### src/rtl/ntt_bitrev_reorder.sv
// Output reorder stage after the NTT Montgomery multiplier: final modular
// correction, then two-bank ping-pong buffering that re-emits each frame in bit-reversed order.
module ntt_bitrev_reorder #(
    parameter int W       = 32,
    parameter int MODULUS = 7681,
    parameter int N       = 8,
    parameter int LOGN    = $clog2(N)
) (
    input  logic         clk,
    input  logic         rst,
    input  logic         in_valid,
    input  logic [W-1:0] in_data,
    output logic         in_ready,
    output logic         out_valid,
    output logic [W-1:0] out_data,
    input  logic         out_ready,
    output logic         out_last,
    output logic         frame_done,
    output logic         err_range
);

    localparam logic [W-1:0]    MOD  = W'(MODULUS);
    localparam logic [W:0]      MOD2 = (W+1)'(MODULUS) << 1;
    localparam logic [LOGN-1:0] LAST = LOGN'(N - 1);

    logic [1:0][N-1:0][W-1:0] bank;
    logic [1:0]               full, full_nxt;
    logic [LOGN-1:0]          wr_cnt, rd_cnt, rd_idx;
    logic                     wr_bank, rd_bank;
    logic                     wr_en, rd_en, wr_end, rd_end;
    logic [W-1:0]             wr_data;

    // in_ready depends only on registered state, never on out_ready
    assign in_ready  = rst && !full[wr_bank];
    assign wr_en     = in_valid && in_ready;
    assign wr_end    = wr_en && (wr_cnt == LAST);

    assign out_valid = rst && full[rd_bank];
    assign rd_en     = out_valid && out_ready;
    assign rd_end    = rd_en && (rd_cnt == LAST);
    assign out_data  = bank[rd_bank][rd_idx];
    assign out_last  = out_valid && (rd_cnt == LAST);

    always_comb begin
        rd_idx = '0;
        for (int i = 0; i < LOGN; i++) rd_idx[i] = rd_cnt[LOGN-1-i];
    end

    // single conditional subtraction; out-of-range inputs are flagged, not fixed
    always_comb begin
        wr_data = (in_data >= MOD) ? in_data - MOD : in_data;
    end

    // write and read always target different banks, so both updates can land together
    always_comb begin
        full_nxt = full;
        if (wr_end) full_nxt[wr_bank] = 1'b1;
        if (rd_end) full_nxt[rd_bank] = 1'b0;
    end

    always_ff @(posedge clk) begin
        if (!rst) begin
            bank       <= '0;
            full       <= '0;
            wr_cnt     <= '0;
            rd_cnt     <= '0;
            wr_bank    <= 1'b0;
            rd_bank    <= 1'b0;
            frame_done <= 1'b0;
            err_range  <= 1'b0;
        end else begin
            full       <= full_nxt;
            frame_done <= rd_end;
            if (wr_en) begin
                bank[wr_bank][wr_cnt] <= wr_data;
                wr_cnt                <= wr_end ? '0 : wr_cnt + 1'b1;
                if ({1'b0, in_data} >= MOD2) err_range <= 1'b1;
                if (wr_end) wr_bank <= ~wr_bank;
            end
            if (rd_en) begin
                rd_cnt <= rd_end ? '0 : rd_cnt + 1'b1;
                if (rd_end) rd_bank <= ~rd_bank;
            end
        end
    end

endmodule

### config.mk
export PLATFORM = sky130hd
export DESIGN_NAME = ntt_bitrev_reorder
export DESIGN_NICKNAME = d
export VERILOG_FILES = /design/src/rtl/ntt_bitrev_reorder.sv
export SDC_FILE = /design/constraint.sdc
export NUM_CORES = 1
export LEC_CHECK = 0
export CAP_MARGIN = 20
export CORE_ASPECT_RATIO = 2
export CORE_MARGIN = 1
export CORE_UTILIZATION = 40
export CTS_CLUSTER_DIAMETER = 120
export DETAILED_ROUTE_END_ITERATION = 7
export SLEW_MARGIN = 20
export SYNTH_ARGS = -nofsm -noshare
export SYNTH_HDL_FRONTEND = slang
export SYNTH_SLANG_ARGS = --single-unit
### constraint.sdc
create_clock -name clk -period 5.6 [get_ports clk]
set_clock_uncertainty 0.15 [all_clocks]
set_input_delay 1.4 -clock clk [delete_from_list [all_inputs] [get_ports clk]]
set_output_delay 1.4 -clock clk [all_outputs]
set_load 0.005 [all_outputs]
# After elaboration in Yosys (flattened, before gate mapping)
# Index checks and enable logic that the tools add are counted.
# W data, S select, Z words.
[totals]
ff_bits = 524
wordCells = 78
[op_classes]
n_addsub = 3
order_cmp = 9
eq_ne = 2
muxes = 22
bitwise_logic = 5
reduce_logical = 14
[ops]
columns = ["cell", "n"]
rows = [
  ["$mux W256", 3],
  ["$bwmux W512", 1],
  ["$demux W256 S1", 1],
  ["$bmux W32 S3", 1],
  ["$demux W32 S3", 1],
  ["$mux W32", 3],
  ["$ge A32 B13 Y1 const B", 1],
  ["$ge A32 B14 Y1 const B", 1],
  ["$sub A32 B13 Y32 const B", 1],
  ["$logic_and A1 B1 Y1", 10],
  ["$lt A3 B4 Y1 const B", 2],
  ["$add A3 B1 Y3 const B", 2],
  ["$eq A3 B3 Y1 const B", 2],
  ["$mux W1", 6],
  ["$mux W3", 2],
  ["$reduce_and A2 Y1", 3],
  ["$lt A1 B2 Y1 const B", 2],
  ["$mux W2", 2],
  ["$ge A3 B1 Y1 const B", 1],
  ["$and A2 B2 Y2", 1],
  ["$demux W1 S1", 2],
  ["$ge A1 B1 Y1 const B", 2],
  ["$not A1 Y1", 2],
  ["$not A2 Y2", 1],
  ["2 further kinds", 2],
]

# Logic depth before layout (Yosys ltp)
# Gate-level depths: netlist (run 1).
[depth]
depth_word = 9
ltp_mapped = 10
depth_no_buf = 7

# Worst setup path before layout (run 1)
# Ideal clock, no wire load.
[synth_path]
path_type = "reg-to-output"
start = "register rd_cnt[2]"
end = "output out_data[13]"
t_arrival_ns = 2.374
t_required_ns = 4.050
slack_ns = 1.676
path_stages_with_launch = 5
n_path_buf = 2
path_cell_list = "dfxtp_1 > buf_1 > buf_1 > mux4_2 > mux4_2"
[synth_via]
elab_chain_cells = 2
[synth_lines]
columns = ["element", "line", "rtl"]
rows = [
  ["start: declaration", "28", "logic [LOGN-1:0] wr_cnt, rd_cnt, rd_idx;"],
  ["start signal: assignment", "81", "rd_cnt <= rd_end ? '0 : rd_cnt + 1'b1;"],
  ["$bmux W32 S3", "41", "assign out_data = bank[rd_bank][rd_idx];"],
  ["$mux W32 (implied by the code)", "41", ""],
  ["end: declaration", "15", "output logic [W-1:0] out_data,"],
]
# Every way passes these cells. The select of a mux whose other input is x is not followed.

# Worst setup path in the final report (run 1)
[layout_path]
start = "register rd_cnt[2]"
end = "output out_data[17]"
# The elaborated chain is that of the path after synthesis.

==> flow_summary.toml, run 1 <==
[routing]
initialDrtViolationCount = 1244
drc = 0
ant_nets = 0
wl_per_cell_um = 23.6
firstDrtPassIters = 5
vias_per_cell = 6.11
vias = 17800
drt_wl_total_um = 68700

[global_routing]
grt_pass1_vias = 17800
grt_max_degree = 310
grt.total_usage = 0.244
grt_pass1_wl_um = 106000
antenna_found_initial = 0
overflow = 0

[cts]
cts_root_buffer = "clkbuf_16"
postCtsResizedCells = 0
cts.clk_slew.worst_paths_ns = 0.07
ctsHoldBuffers = 0
clock_latency_ns = 0.57
post_cts_buffers = 0
cts_made_buffers = 47
clk_path_buf_depth = 3
h-tree-depth = 2
cts_tree = "built"
clock_sinks = 524

[die]
core_area_um2 = 55100
start_util = 0.404
top_level_ports = 73
dieHeight_um = 336
dieArea_um2 = 56600
row_count = 122
die_w_um = 169

[final_layout]
antenna_cells = 0
area_growth_pct = 14.7
nets = 2172
drive_above_1_share = 0.174
fillers = 5054
final_cell_area_um2 = 25500

[yosys]
synth_edf_count = 0
synthCells = 2194
synth-main-ff-cell = "dfxtp_1"
synthArstFlopShare = 0
ys_seq_area_frac = 0.471
yosys.cell_types.count = 61
synth_area_per_cell_um2 = 10.1
yosys_warnings = 0
netlist_area_um2 = 22300
synth-seq-cells = 524
synth.net_count = 2237

[critical_path]
path_class = "register to output pin"
worst_setup_path_start_kind = "register"
crit_path_max_fanout = 34
cp.required_ns = 4.05
end_kind = "output pin"
crit_arrival_ns = 3.31

[sta]
fin_crit_ns = 4.86
setup_viol = 0
finalCritPeriodShare = 0.868
max_slew.worst_pin.slew_ns = 1.10
slew_violations = 0
hold_viol_final = 0
setup_tns_ns = 0
fmax_mhz = 206
rsz0062_at_grt = "false"
max-slew-margin-rel = 0.262

[pwr]
switchingPower_uw = 1750
ir_worst_vdd_mv = 0.236
power_frac_clock = 0.452
combPwrFrac = 0.055
p_sw_frac = 0.228
p_int_uw = 5910
p_per_area_nw_per_um2 = 300
pwr-share-seq = 0.492
p_leak_uw = 0.00857

[outcome]
status = "finished, final reports clean"

[job]
maxCapViolCount = 0

[hold_path]
min_path_type = "register to register"

[placed_design]
numPortBuffers = 72
gp_routability_congestion = 0.914
dpl_cell_area_um2 = 23800
hpwl_um = 41600
-- synthesized netlist by cell type, drive strengths merged (3+ instances only) --
master,n,share of area
dfxtp,524,0.47
clkbuf,218,0.037
nor4,13,0.0056
a211oi,18,0.0063
nor2,34,0.0065
nand2b,4,0.0011
nor3,24,0.0054
and4,4,0.0016
or2,4,0.0011
a31oi,178,0.057
nand3,13,0.0029
o21ai,484,0.11
or3,8,0.0022
a41oi,5,0.0020
ha,7,0.0039
nand4,9,0.0025
nor4b,3,0.0012
o21a,4,0.0013
xor2,8,0.0031
buf,47,0.010
inv,8,0.0013
mux2i,18,0.0081
o41ai,5,0.0023
o31a,3,0.0012
or4,13,0.0044
mux4,160,0.16
o31ai,10,0.0051
xnor2,3,0.0012
nand2,31,0.0053
a21oi,314,0.071
-- routing by layer --
metal / GRT usage / vias up / routed length, µm
li1: - / 8209 / -
met1: 0.270 / 8780 / 25400
met2: 0.448 / 611 / 36200
met3: 0.0283 / 181 / 3370
met4: 0.133 / 0 / 3810
met5: 0 / - / 0
-- registers in the layout, summed over array words and instances, names as in the netlist --
signal,count
rd_bank,1
bank,512
err_range,1
full,2
wr_bank,1
wr_cnt,3
rd_cnt,3
frame_done,1
-- cells by family after synthesis --
group	share of synthesized area
DFF	0.471
xor gates and xnor gates	0.00433
muxes	0.170
and+or+nand+nor	0.0423
adders and majority gates	0.00393
buffers and inverters	0.0485
AOI/OAI and AO/OA	0.259
-- worst max-delay path, cell delays in order (launching register included) --
cell,delay [ns]
dfxtp_4,0.67
buf_12,0.33
mux4_2,0.55
mux4_2,0.58
clkdlybuf4s50_1,0.56
-- final timing paths --
check	endpoint	from	slack (ns)	depth (start not counted)
min reg2reg	bank[128]	bank[128]	0.31	2
max reg2reg	bank[245]	wr_cnt[2]	2.89	6
max	out_data[17]	rd_cnt[2]	0.74	4
min	bank[128]	bank[128]	0.31	2
-- metrics by stage --
| stage | utilization | setup WS, ns | hold WS, ns | cells | total power [µW] |
|---|---|---|---|---|---|
| 2_1_floorplan | - | 1.68 | 0.282 | 2194 | 4070 |
| 3_3_place_gp | 0.433 | 0.880 | 0.290 | 2822 | 4260 |
| 3_5_place_dp | 0.433 | 0.700 | 0.300 | 2823 | 4270 |
| 4_1_cts | 0.463 | 0.700 | 0.309 | 2910 | 7720 |
| 5_1_grt | 0.463 | 0.634 | 0.322 | 2911 | 7870 |
| 6_report | 0.463 | 0.740 | 0.306 | 2911 | 7650 |
-- layout by cell type, fill, tap and decap left out, drive strengths merged, types with 6 or more instances in the layout --
cell type | synthesis | final
mux4 | 160 | 160
a211oi | 18 | 18
a31oi | 178 | 178
xor2 | 8 | 8
or3 | 8 | 8
nand4 | 9 | 9
clkdlybuf4s50 | 0 | 71
dfxtp | 524 | 524
nand3 | 13 | 13
buf | 47 | 80
a21oi | 314 | 314
nor4 | 13 | 13
clkinv | 1 | 6
nor2 | 34 | 34
mux2i | 18 | 18
ha | 7 | 7
or4 | 13 | 13
o31ai | 10 | 10
clkbuf | 218 | 70
nand2 | 31 | 31
nor3 | 24 | 24
o21ai | 484 | 484
inv | 8 | 12
-- power by group through the flow --
| stage | sequential [µW] | clock, µW | combinational (µW) |
|---|---|---|---|
| 2_1_floorplan | 3850 | 0 | 227 |
| 5_1_grt | 3770 | 3650 | 450 |
| 3_3_place_gp | 3850 | 0 | 415 |
| 4_1_cts | 3770 | 3530 | 422 |
| 6_report | 3770 | 3460 | 424 |
| 3_5_place_dp | 3850 | 0 | 420 |
-- area by class of cell --
cell class / count / area, µm² / area share
sequential: 524 / 10500 / 0.411
clock inverter: 17 / 233 / 0.00911
clock buffer: 70 / 1420 / 0.0557
multi-input combinational: 1396 / 10800 / 0.423
tap: 744 / 931 / 0.0365
inverter: 9 / 33.8 / 0.00132
timing repair buffer: 151 / 1600 / 0.0627
No activity file was read; power rests on OpenSTA's default activity.
==> run 2: changes to the inputs <==
--- a/config.mk
+++ b/config.mk
@@ -11,7 +11,6 @@
 export CORE_UTILIZATION = 40
 export CTS_CLUSTER_DIAMETER = 120
 export DETAILED_ROUTE_END_ITERATION = 7
-export SLEW_MARGIN = 20
 export SYNTH_ARGS = -nofsm -noshare
 export SYNTH_HDL_FRONTEND = slang
 export SYNTH_SLANG_ARGS = --single-unit
==> flow_summary.toml, run 2 (synthesis results as in run 1) <==
[outcome]
status = "finished, final reports clean"

[final_layout]
top_regs = "bank x512, rd_cnt x3, wr_cnt x3"
largest_reg_flops = 512
nets = 2169
final_core_util = 0.460
drive_above_1_share = 0.170
final_common_cell = "dfxtp_1"
area_growth_pct = 13.9
regMostFlops = "bank"
antenna_cells = 0
layout_common_cells = "520 x dfxtp_1, 481 x o21ai_0, 314 x a21oi_1"

[cts]
post_cts_buffers = 0
clk_path_buf_depth = 3
ctsHoldBuffers = 0
clock_sinks = 524
cts_made_buffers = 46
cts.clk_slew.worst_paths_ns = 0.07
clock_latency_ns = 0.58
cts_tree = "built"
postCtsResizedCells = 0
h-tree-depth = 2
cts_root_buffer = "clkbuf_16"

[sta]
hold-worst-slack_ns = 0.309
fin_ws_ns = 0.722
setup_viol = 0
max-slew-margin-rel = 0.0989
hold_viol_final = 0
setup_tns_ns = 0
max_slew.worst_pin.slew_ns = 1.35
fmax_mhz = 205
rsz0062_at_grt = "false"
slew_violations = 0
fin_crit_ns = 4.88
finalCritPeriodShare = 0.871

[die]
row_count = 122
dieHeight_um = 336
dieArea_um2 = 56600
core_area_um2 = 55100
start_util = 0.404
top_level_ports = 73
die_w_um = 169

[placed_design]
gp_routability_congestion = 0.914
numPortBuffers = 72
dp_slack_ns = 0.699
hpwl_um = 41600

[hold_path]
min_path_type = "register to register"

[critical_path]
worst_setup_path_start_kind = "register"
cp.required_ns = 4.05
crit_arrival_ns = 3.33
crit_path_max_fanout = 34
path_class = "register to output pin"
end_kind = "output pin"

[global_routing]
grt_pass1_wl_um = 105000
grt.total_usage = 0.244
grt_max_degree = 310
grt_pass1_vias = 17600
overflow = 0
antenna_found_initial = 0

[routing]
firstDrtPassIters = 5
vias_per_cell = 6.12
drt_wl_total_um = 68400
initialDrtViolationCount = 1378
vias = 17800
wl_per_cell_um = 23.6
ant_nets = 0
wl_met1_um = 25300
dr_wl_met2_um = 35800
highest_layer = "met4"
drc = 0
wl_met3_um = 3290

[job]
maxCapViolCount = 0

[pwr]
p_per_area_nw_per_um2 = 293
p_leak_uw = 0.00849
power_uw = 7440
ir_worst_vdd_mv = 0.234
==> run 2: area by class of cell <==
class / instances / area (µm²)
inverter: 9 / 33.8
multi-input combinational: 1396 / 10800
clock buffer: 65 / 1330
tap: 744 / 931
clock inverter: 16 / 183
sequential: 524 / 10500
timing repair buffer: 149 / 1570
fill: 5025 / 29700
==> run 2: final timing paths <==
| check | start | endpoint | slack, ns | cells after the start |
|---|---|---|---|---|
| worst min register to register | bank[96] | bank[96] | 0.31 | 2 |
| worst max-delay path | rd_cnt[2] | out_data[17] | 0.72 | 4 |
| worst max register to register | wr_cnt[2] | bank[200] | 2.88 | 6 |
| worst min-delay path | bank[96] | bank[96] | 0.31 | 2 |
==> run 2: metal layers <==
metal | global-route usage | vias up
li1 | - | 8197
met1 | 0.270 | 8809
met2 | 0.444 | 579
met3 | 0.0296 | 169
met4 | 0.143 | 0
met5 | 0 | -
==> run 2: per-stage QoR <==
stage | instance area (µm²) | cells
floorplan | 22300 | 2194
global placement | 23800 | 2822
detailed placement | 23800 | 2822
CTS | 25400 | 2903
global route | 25400 | 2903
finish | 25400 | 2903
==> run 2: report_power, final <==
part / switching (µW) / internal [µW]
Combinational: 268 / 155
Sequential: 14.5 / 3750
Clock: 1450 / 1800
==> run 2: critical path, cell delays in order, from the launching register on <==
cell and delay [ns]:
dfxtp_4 0.69, buf_12 0.33, mux4_2 0.55, mux4_2 0.57
clkdlybuf4s50_1 0.56
==> run 3: changes to the inputs <==
--- a/config.mk
+++ b/config.mk
@@ -8,9 +8,10 @@
 export CAP_MARGIN = 20
 export CORE_ASPECT_RATIO = 2
 export CORE_MARGIN = 1
-export CORE_UTILIZATION = 40
+export CORE_UTILIZATION = 55
 export CTS_CLUSTER_DIAMETER = 120
 export DETAILED_ROUTE_END_ITERATION = 7
+export PLACE_DENSITY = 0.73
 export SYNTH_ARGS = -nofsm -noshare
 export SYNTH_HDL_FRONTEND = slang
 export SYNTH_SLANG_ARGS = --single-unit
==> flow_summary.toml, run 3 (synthesis results as in run 1) <==
[outcome]
status = "finished, final reports clean"

[cts]
post_cts_buffers = 0
postCtsResizedCells = 0
clock_sinks = 524
clk_path_buf_depth = 3
h-tree-depth = 2
cts_root_buffer = "clkbuf_16"
cts_made_buffers = 44
cts.clk_slew.worst_paths_ns = 0.07
ctsHoldBuffers = 0
clock_latency_ns = 0.57
cts_tree = "built"

[pwr]
power_frac_clock = 0.433
power_uw = 7360
p_leak_uw = 0.00853
p_int_uw = 5690
p_per_area_nw_per_um2 = 294
switchingPower_uw = 1670
combPwrFrac = 0.056
p_sw_frac = 0.227
ir_worst_vdd_mv = 0.281
pwr-share-seq = 0.511

[critical_path]
path_common_cell = "mux4_2"
path_class = "register to output pin"
worst_setup_path_start_kind = "register"
cp_slowest_cell = "dfxtp_4"
reg2reg_from = "wr_cnt[2]"
end_kind = "output pin"
crit_chain = "buf_4 > mux4_2 > mux4_2 > clkdlybuf4s50_1"
cp.required_ns = 4.05
crit_arrival_ns = 3.44
crit_start = "rd_bank"
crit_path_max_fanout = 38
cp_slowest_stage_delay_ns = 0.90

[final_layout]
regMostFlops = "bank"
antenna_cells = 0
final_common_cell = "dfxtp_1"
fin_cells = 2697
largest_reg_flops = 512
area_growth_pct = 12.7
nets = 2182
layout_common_cells = "520 x dfxtp_1, 481 x o21ai_0, 314 x a21oi_1"
top_regs = "bank x512, rd_cnt x3, wr_cnt x3"
drive_above_1_share = 0.173

[sta]
fin_crit_ns = 4.99
setup_tns_ns = 0
slew_violations = 0
max_slew.worst_pin.slew_ns = 1.11
hold_viol_final = 0
rsz0062_at_grt = "false"
fin_ws_ns = 0.606
fmax_mhz = 200
hold-worst-slack_ns = 0.307
finalCritPeriodShare = 0.892
max-slew-margin-rel = 0.252
setup_viol = 0

[placed_design]
hpwl_um = 39500
dpl.cell_count = 2617
dp_slack_ns = 0.796
gp_routability_congestion = 0.916
numPortBuffers = 72

[die]
row_count = 103
top_level_ports = 73
dieArea_um2 = 41300
start_util = 0.561
die_w_um = 144
core_area_um2 = 39700
dieHeight_um = 286

[global_routing]
antenna_found_initial = 1
overflow = 0
grt_pass1_wl_um = 102000
grt_max_degree = 134
grt.total_usage = 0.324
grt_pass1_vias = 18100

[hold_path]
min_from = "bank[128]"
min_path_type = "register to register"

[job]
maxCapViolCount = 0

[routing]
drt_wl_total_um = 64900
initialDrtViolationCount = 1506
ant_nets = 0
firstDrtPassIters = 6
vias = 18200
wl_per_cell_um = 24.1
drc = 0
vias_per_cell = 6.74
[run 3: power groups by stage]
stage | logic, µW | clock network (µW) | registers [µW]
2_1_floorplan | 227 | 0 | 3850
6_report | 413 | 3190 | 3770
3_5_place_dp | 405 | 0 | 3850
3_3_place_gp | 398 | 0 | 3850
5_1_grt | 436 | 3370 | 3770
4_1_cts | 406 | 3210 | 3770
[run 3: stage by stage]
| stage | util | cell area, µm² |
|---|---|---|
| CTS | 0.632 | 25100 |
| finish | 0.632 | 25100 |
| global placement | 0.594 | 23600 |
| floorplan | - | 22300 |
| detailed placement | 0.594 | 23600 |
| global route | 0.632 | 25100 |
[run 3: final cells by class]
type | count | area (µm²)
flip-flops and latches | 524 | 10500
clock inverters | 10 | 143
clock buffers | 69 | 1340
fillers | 3249 | 14600
inverters | 9 | 33.8
multi-input cells | 1396 | 10800
repair buffers | 164 | 1600
well taps | 525 | 657
[run 3: critical path: cells and delay by family (launching register included)]
kind / cells / cell delay, ns
buffers and inverters: 2 / 0.83
flip-flops: 1 / 0.90
multiplexers: 2 / 1.09
[run 3: final timing paths]
kind,endpoint,slack (ns),cells past startpoint
worst min-delay path,bank[128],0.31,2
worst max register to register,bank[252],2.84,7
worst max-delay path,out_data[13],0.61,4
worst min register to register,bank[128],0.31,2
[run 3: per-layer routing]
layer / GRT usage / share of wire / vias up
met5: 0 / 0.00012 / -
met4: 0.215 / 0.070 / 2
met3: 0.0410 / 0.065 / 240
met2: 0.558 / 0.51 / 853
met1: 0.372 / 0.36 / 8842
li1: - / - / 8233
